File: config.mk
export PLATFORM = sky130hd
export DESIGN_NAME = modular_half_scaler_flat
export DESIGN_NICKNAME = d
export VERILOG_FILES = /design/src/rtl/modular_half_scaler_if.sv /design/src/rtl/modular_half_scaler.sv /design/src/flat_wrapper.sv
export SDC_FILE = /design/constraint.sdc
export NUM_CORES = 1
export LEC_CHECK = 0
export CORE_MARGIN = 1
export CORE_UTILIZATION = 42
export CTS_CLUSTER_DIAMETER = 100
export DETAILED_ROUTE_END_ITERATION = 8
export GPL_TIMING_DRIVEN = 0
export PLACE_DENSITY = 0.72
export SYNTH_ARGS = -nofsm -noshare
export SYNTH_HDL_FRONTEND = slang
export SYNTH_SLANG_ARGS = --single-unit
File: constraint.sdc
create_clock -name clk -period 2 [get_ports clk]
set_input_delay 0.4 -clock clk [delete_from_list [all_inputs] [get_ports clk]]
set_output_delay 0.4 -clock clk [all_outputs]
set_load 0.1 [all_outputs]
File: src/rtl/modular_half_scaler_if.sv
// Handshake bundle for modular_half_scaler: input channel (din/shift_k) and
// output channel (dout), each with valid/ready, plus the sticky range flag.
interface modular_half_scaler_if #(
  parameter int DATA_WIDTH = 14,
  parameter int LANES      = 2,
  parameter int SHIFT_W    = 4
);
  // A channel transfers on the rising edge where valid && ready; the source
  // holds valid and its payload stable until that edge, ready may toggle freely.
  logic                        in_valid;
  logic                        in_ready;
  logic [LANES*DATA_WIDTH-1:0] din;
  logic [SHIFT_W-1:0]          shift_k;
  logic                        out_valid;
  logic                        out_ready;
  logic [LANES*DATA_WIDTH-1:0] dout;
  logic                        range_err;

  modport master (
    output in_valid, din, shift_k, out_ready,
    input  in_ready, out_valid, dout, range_err
  );

  modport slave (
    input  in_valid, din, shift_k, out_ready,
    output in_ready, out_valid, dout, range_err
  );
endinterface

File: src/rtl/modular_half_scaler.sv
// Multi-lane iterative modular halver: y = x * 2^(-k) mod Q, one halving per cycle.
// Optional input range check/reduction enabled by defining MOD_HALF_RANGE_CHK_EN.
module modular_half_scaler #(
  parameter int DATA_WIDTH = 14,
  parameter int Q          = 12289,
  parameter int LANES      = 2,
  parameter int MAX_SHIFT  = 9,
  parameter int SHIFT_W    = $clog2(MAX_SHIFT + 1)
) (
  input  logic                  clk,
  input  logic                  rst_n,
  modular_half_scaler_if.slave  bus,
  output logic [1:0]            o_dbg_state
);

  typedef enum logic [1:0] {
    S_IDLE = 2'd0,
    S_RUN  = 2'd1,
    S_DONE = 2'd2
  } state_t;

  localparam logic [DATA_WIDTH-1:0] H_W = DATA_WIDTH'((Q + 1) / 2);

  state_t                r_state;
  state_t                w_state_nxt;
  logic [DATA_WIDTH-1:0] r_lane [LANES];
  logic [SHIFT_W-1:0]    r_cnt;
  logic [DATA_WIDTH-1:0] w_load [LANES];
  logic [SHIFT_W-1:0]    w_cnt_load;
  logic                  w_accept;

  // Odd x: (x + Q) / 2 == (x >> 1) + (Q + 1) / 2, which stays within DATA_WIDTH.
  function automatic logic [DATA_WIDTH-1:0] halve(input logic [DATA_WIDTH-1:0] x);
    return x[0] ? ((x >> 1) + H_W) : (x >> 1);
  endfunction

  assign w_accept   = bus.in_valid && (r_state == S_IDLE);
  assign w_cnt_load = (bus.shift_k > SHIFT_W'(MAX_SHIFT)) ? SHIFT_W'(MAX_SHIFT) : bus.shift_k;

`ifdef MOD_HALF_RANGE_CHK_EN
  localparam logic [DATA_WIDTH-1:0] Q_W = DATA_WIDTH'(Q);
  logic w_range_hit;
  logic r_range_err;

  // Inputs are required to be below 2Q, so one conditional subtraction reduces them.
  always_comb begin
    w_range_hit = 1'b0;
    for (int i = 0; i < LANES; i++) begin
      w_load[i] = bus.din[i*DATA_WIDTH +: DATA_WIDTH];
      if (bus.din[i*DATA_WIDTH +: DATA_WIDTH] >= Q_W) begin
        w_load[i]   = bus.din[i*DATA_WIDTH +: DATA_WIDTH] - Q_W;
        w_range_hit = 1'b1;
      end
    end
  end

  always_ff @(posedge clk or negedge rst_n) begin
    if (!rst_n) begin
      r_range_err <= 1'b0;
    end else if (w_accept && w_range_hit) begin
      r_range_err <= 1'b1;
    end
  end

  assign bus.range_err = r_range_err;
`else
  always_comb begin
    for (int i = 0; i < LANES; i++) begin
      w_load[i] = bus.din[i*DATA_WIDTH +: DATA_WIDTH];
    end
  end

  assign bus.range_err = 1'b0;
`endif

  always_ff @(posedge clk or negedge rst_n) begin
    if (!rst_n) begin
      r_state <= S_IDLE;
    end else begin
      r_state <= w_state_nxt;
    end
  end

  always_comb begin
    w_state_nxt = r_state;
    case (r_state)
      S_IDLE: if (w_accept) w_state_nxt = (w_cnt_load == '0) ? S_DONE : S_RUN;
      S_RUN:  if (r_cnt == SHIFT_W'(1)) w_state_nxt = S_DONE;
      S_DONE: if (bus.out_ready) w_state_nxt = S_IDLE;
      default: w_state_nxt = S_IDLE;
    endcase
  end

  always_ff @(posedge clk or negedge rst_n) begin
    if (!rst_n) begin
      r_cnt <= '0;
      for (int i = 0; i < LANES; i++) r_lane[i] <= '0;
    end else begin
      case (r_state)
        S_IDLE: begin
          if (w_accept) begin
            r_cnt <= w_cnt_load;
            for (int i = 0; i < LANES; i++) r_lane[i] <= w_load[i];
          end
        end
        S_RUN: begin
          r_cnt <= r_cnt - SHIFT_W'(1);
          for (int i = 0; i < LANES; i++) r_lane[i] <= halve(r_lane[i]);
        end
        default: ;
      endcase
    end
  end

  // Result is taken straight from the lane registers; nothing from din reaches dout.
  always_comb begin
    bus.in_ready  = (r_state == S_IDLE);
    bus.out_valid = (r_state == S_DONE);
    o_dbg_state   = r_state;
    bus.dout      = '0;
    for (int i = 0; i < LANES; i++) begin
      bus.dout[i*DATA_WIDTH +: DATA_WIDTH] = r_lane[i];
    end
  end

endmodule

File: src/flat_wrapper.sv
// flat-port wrapper written by rule: the top's interface ports become plain ports
module modular_half_scaler_flat 
#(
  parameter int DATA_WIDTH = 14,
  parameter int Q          = 12289,
  parameter int LANES      = 2,
  parameter int MAX_SHIFT  = 9,
  parameter int SHIFT_W    = $clog2(MAX_SHIFT + 1)
)
  (clk, rst_n, o_dbg_state, bus_in_valid, bus_din, bus_shift_k, bus_out_ready, bus_in_ready, bus_out_valid, bus_dout, bus_range_err);
  modular_half_scaler_if #(.DATA_WIDTH(DATA_WIDTH), .LANES(LANES), .SHIFT_W(SHIFT_W)) bus_i ();
  input  logic clk;
  input  logic rst_n;
  output logic [1:0] o_dbg_state;
  input wire logic [$bits(bus_i.in_valid)-1:0] bus_in_valid;
  input wire logic [$bits(bus_i.din)-1:0] bus_din;
  input wire logic [$bits(bus_i.shift_k)-1:0] bus_shift_k;
  input wire logic [$bits(bus_i.out_ready)-1:0] bus_out_ready;
  output wire logic [$bits(bus_i.in_ready)-1:0] bus_in_ready;
  output wire logic [$bits(bus_i.out_valid)-1:0] bus_out_valid;
  output wire logic [$bits(bus_i.dout)-1:0] bus_dout;
  output wire logic [$bits(bus_i.range_err)-1:0] bus_range_err;
  assign bus_i.in_valid = bus_in_valid;
  assign bus_i.din = bus_din;
  assign bus_i.shift_k = bus_shift_k;
  assign bus_i.out_ready = bus_out_ready;
  assign bus_in_ready = bus_i.in_ready;
  assign bus_out_valid = bus_i.out_valid;
  assign bus_dout = bus_i.dout;
  assign bus_range_err = bus_i.range_err;
  modular_half_scaler #(.DATA_WIDTH(DATA_WIDTH), .Q(Q), .LANES(LANES), .MAX_SHIFT(MAX_SHIFT), .SHIFT_W(SHIFT_W)) u_core (.clk(clk), .rst_n(rst_n), .bus(bus_i), .o_dbg_state(o_dbg_state));
endmodule
# [After elaboration in Yosys (flattened, before gate mapping)]
# Index checks and enable logic that the tools add are counted.
[totals] out_inout_bits=33 inputBits=36 regBits=34
[op_classes] n_eq_ne=6 muxes=12 magnitude_cmp=1 n_reduce_logical=6 n_addsub=3
[op_table] op="28-bit case mux with 2 select lines" n=1
[op_table] op="13-bit by 13-bit adder with 14-bit output, second input constant" n=2
[op_table] op="14-bit 2-to-1 mux" n=2
[op_table] op="28-bit 2-to-1 mux" n=1
[op_table] op="2-bit 2-to-1 mux" n=4
[op_table] op="4-bit 2-to-1 mux" n=2
[op_table] op="4-bit case mux with 2 select lines" n=1
[op_table] op="2-bit case mux with 3 select lines" n=1
[op_table] op="4-bit by 1-bit equality test with 1-bit output, second input constant" n=1
[op_table] op="4-bit > comparator, second input constant" n=1
[op_table] op="4-bit logical NOT" n=1
[op_table] op="2-bit by 1-bit != test with 1-bit output, second input constant" n=2
[op_table] op="4-bit by 1-bit subtractor with 4-bit output, second input constant" n=1
[op_table] op="3-bit AND reduction" n=1
[op_table] op="2-bit by 1-bit equality test with 1-bit output, second input constant" n=1
[op_table] op="2-bit equality test, second input constant" n=1
[op_table] op="2-bit logical NOT" n=1
[op_table] op="2-bit != test, second input constant" n=1
[op_table] op="2-bit AND reduction" n=1
[op_table] op="2-bit nonzero test" n=1
[op_table] op="1-bit logical AND" n=1

# [Logic depth before layout (Yosys ltp)]
[logic_depth] ltp_word=6 mapped_depth=6 depth_no_buf=5

# [Worst setup path after synthesis]
# OpenSTA, ideal clock, no wires.
[synth_timing] kind="reg2out" from="reg u_core.r_state[0] (netlist: u_core.o_dbg_state[0])" to="out bus_in_ready" stages_incl_launch_ff=5 setup_slack_ns=-1.024 t_arrival_ns=2.624 required_time_ns=1.600 path_cell_list="dfrtp_1 buf_2 buf_2 buf_2 nor2_1"
[synth_between] elab_chain_len=1
[synth_lines] element="start: declaration" line="modular_half_scaler.sv:24" rtl="state_t r_state;"
[synth_lines] element="start signal: assignment" line="modular_half_scaler.sv:80" rtl="r_state <= w_state_nxt;"
[synth_lines] element="2-bit logical NOT" line="modular_half_scaler.sv:117" rtl="bus.in_ready = (r_state == S_IDLE);"
[synth_lines] element="end: declaration" line="flat_wrapper.sv:19" rtl="output wire logic [$bits(bus_i.in_ready)-1:0] bus_in_ready;"
# Every way passes these cells.

# [Worst setup path after layout]
[layout_timing] from="reg u_core.r_state[0] (netlist: u_core.o_dbg_state[0])" to="out o_dbg_state[0]"
[layout_lines] element="end: declaration" line="flat_wrapper.sv:14" rtl="output logic [1:0] o_dbg_state;"
# No word-level cell between the ends.

==> impl_metrics.csv <==
group,metric,value,unit
sta,setup_viol,0,
yosys,synth_cells,284,
yosys,syn_area_per_cell,8.28,sq um
floorplanning,die_area,0.00590,sq mm
yosys,synth_area,0.00235,sq mm
setup_path,cp_data_required_time,1.60,ns
clock_network,cts_hold_buf,0,
global_route,grt_pass1_wl,12000,um
floorplanning,die_w,76.8,um
route,wl_per_cell,17.3,um
setup_path,start_kind,"flip-flop",
yosys,synth_xor_area_frac,0.0484,
route,wl,7370,um
setup_path,endpoint_kind,"output pin",
placed_design,placedCellCount,421,
placed_design,gp_congestion,0.883,
setup_path,arrival,1.57,ns
global_route,first_global_vias,2361,
layout,stdcell_count,427,
floorplanning,start_util,0.449,
clock_network,cts_root_buf,"clkbuf_8",
clock_network,cts.clk_slew.worst_paths,0.08,ns
sta,post-route-min-period,1.97,ns
worst_hold_path,worstHoldPathType,"input pin to asynchronous set/reset pin",
sta,relSlewSlack,0.360,
yosys,synth_cell_types,49,
setup_path,crit_path_max_incr_delay,0.83,ns
yosys,synth_top_family_by_area,"compound AO/OA/AOI/OAI gates",
global_route,grt_max_degree,35,
placed_design,port_buffers,67,
setup_path,path_buf_inv,1,
layout,drive_gt1_frac,0.174,
floorplanning,die_h,76.8,um
global_route,grt_usage,0.262,
yosys,synth_most_common_cell,"dfrtp_1",
yosys,synth_simple_gate_area_share,0.216,
sta,drv_slew,0,
clock_network,clkSinkCount,34,
setup_path,cp_top_family,"buffers and inverters",
floorplanning,ios,69,
yosys,synth_top_area_cell,"dfrtp_1",
sta,clock_skew,0.00701,ns
layout,num_antenna_cells,0,
yosys,netlist_top_cells_area,"dfrtp_1 36%, a21oi_1 6.6%, o21ai_0 4.5%",
yosys,synth_common_cells,"34 x dfrtp_1, 31 x a21oi_1, 25 x nor2_1",
route,vias,2477,
clock_network,cts_buffers,5,
clock_network,clock_latency,0.29,ns
route,dr.pass1.iters,5,
floorplanning,core,0.00524,sq mm
setup_path,cp_slowest_cell,"clkdlybuf4s15_1",
clock_network,cts_tree,"done",
yosys,synth_top_area_frac,0.362,
run_status,outcome,"finished, final reports clean",
clock_network,cts_buffer_depth,2,
clock_network,cts_setup_buffers,0,
clock_network,cts_resized,89,
layout,seq_area,863,sq um
sta,final_hold_viol_count,0,
yosys,synth_nets,324,
route,ant_nets,0,
yosys,synthFlopType,"dfrtp_1",
route,drc,0,
layout,fill_cells,475,
route,via_per_inst,5.80,
sta,fmax,509,MHz
sta,fin_crit_sh,0.983,
yosys,synth_edf_count,0,
sta,fin_tns_setup,0,ns
global_route,grt.overflow.total,0,
yosys,synth-adder-area-share,0.0213,
yosys,ys_seq_area_frac,0.362,
layout,areaGrowthSynthToFinish,37.5,%
yosys,synth_compound_area_frac,0.257,
yosys,async_flop_share,1.00,
global_route,antenna_found_initial,0,
route,drt_iter0_drc,203,
yosys,synth_warnings,0,
sta,rsz0062_at_grt,"false",
placed_design,hpwl,5320,um
setup_path,criticalPathCategory,"flip-flop to output pin",
yosys,synth_seq_cells,34,
layout,nNetsFinal,396,
yosys,yosys-mux-area-fraction,0.0298,
clock_network,cts.htree.levels,2,
floorplanning,row_count,26,
flow_run,maxCapViolCount,0,
sta,worst_slew_pin_slew,0.964,ns
layout,multi_input_area,0.00137,sq mm
setup_path,critical_path.max_fanout,3,
setup_path,cp_cell_sequence,"clkdlybuf4s15_1",
## routing by layer
| metal | up-vias | global-route usage | share of wire |
|---|---|---|---|
| li1 | 1173 | - | - |
| met1 | 1188 | 0.344 | 0.43 |
| met2 | 107 | 0.415 | 0.47 |
| met3 | 9 | 0.0583 | 0.084 |
| met4 | 0 | 0.106 | 0.012 |
| met5 | - | 0 | 0 |
## layout by cell type, fill, tap and decap left out, types with 9 or more instances in the layout
cell type / instances
clkdlybuf4s15_2: 15
inv_1: 14
o21ai_0: 21
xnor2_1: 11
a21oi_1: 31
clkdlybuf4s50_1: 34
nand2_1: 17
nor3_1: 9
dfrtp_1: 28
nor2_1: 23
## path summary, 6_finish.rpt
| kind | start | endpoint | slack, ns | cells after the start |
|---|---|---|---|---|
| setup / recovery | u_core.o_dbg_state[0] | o_dbg_state[0] | 0.03 | 1 |
| hold / removal | rst_n | u_core.bus.dout[2] | 0.19 | 1 |
| setup reg to reg | u_core.o_dbg_state[0] | u_core.bus.dout[21] | 0.20 | 5 |
| hold reg to reg | u_core.r_cnt[1] | u_core.r_cnt[1] | 0.57 | 2 |
| max in group asynchronous | rst_n | u_core.o_dbg_state[1] | 1.19 | 1 |
| min in group clk | u_core.r_cnt[1] | u_core.r_cnt[1] | 0.57 | 2 |
## flip-flops by register name (all words and copies together) (netlist names)
name,cells
u_core.o_dbg_state,2
u_core.bus.dout,28
u_core.r_cnt,4
## final cells by class
class,instances,area share
multi-input cells,217,0.422
flip-flops and latches,34,0.267
repair buffers,67,0.204
plain buffers,17,0.0348
well taps,70,0.0271
clock buffers,7,0.0267
inverters,14,0.0162
clock inverters,1,0.00155
## metrics by stage
step | setup slack [ns] | cell area [sq um] | hold slack (ns) | util
3_5_place_dp | -0.678 | 3150 | 0.539 | 0.602
4_1_cts | 0.00192 | 3270 | 0.218 | 0.625
2_1_floorplan | -0.0149 | 2400 | 0.104 | -
3_3_place_gp | -0.674 | 3160 | 0.535 | 0.603
6_report | 0.0335 | 3230 | 0.192 | 0.618
5_1_grt | 0.00175 | 3230 | 0.253 | 0.618
## kinds of logic after synthesis
family	count (synthesis)
adders and majority gates	4
AOI/OAI and AO/OA	96
and+or+nand+nor	96
xor gates and xnor gates	13
buffers and inverters	33
DFF	34
muxes	7
other	1
Power is left out: the tool's default activity adds up to more than one toggle a clock period on the data nets, which glitch-free logic cannot reach.
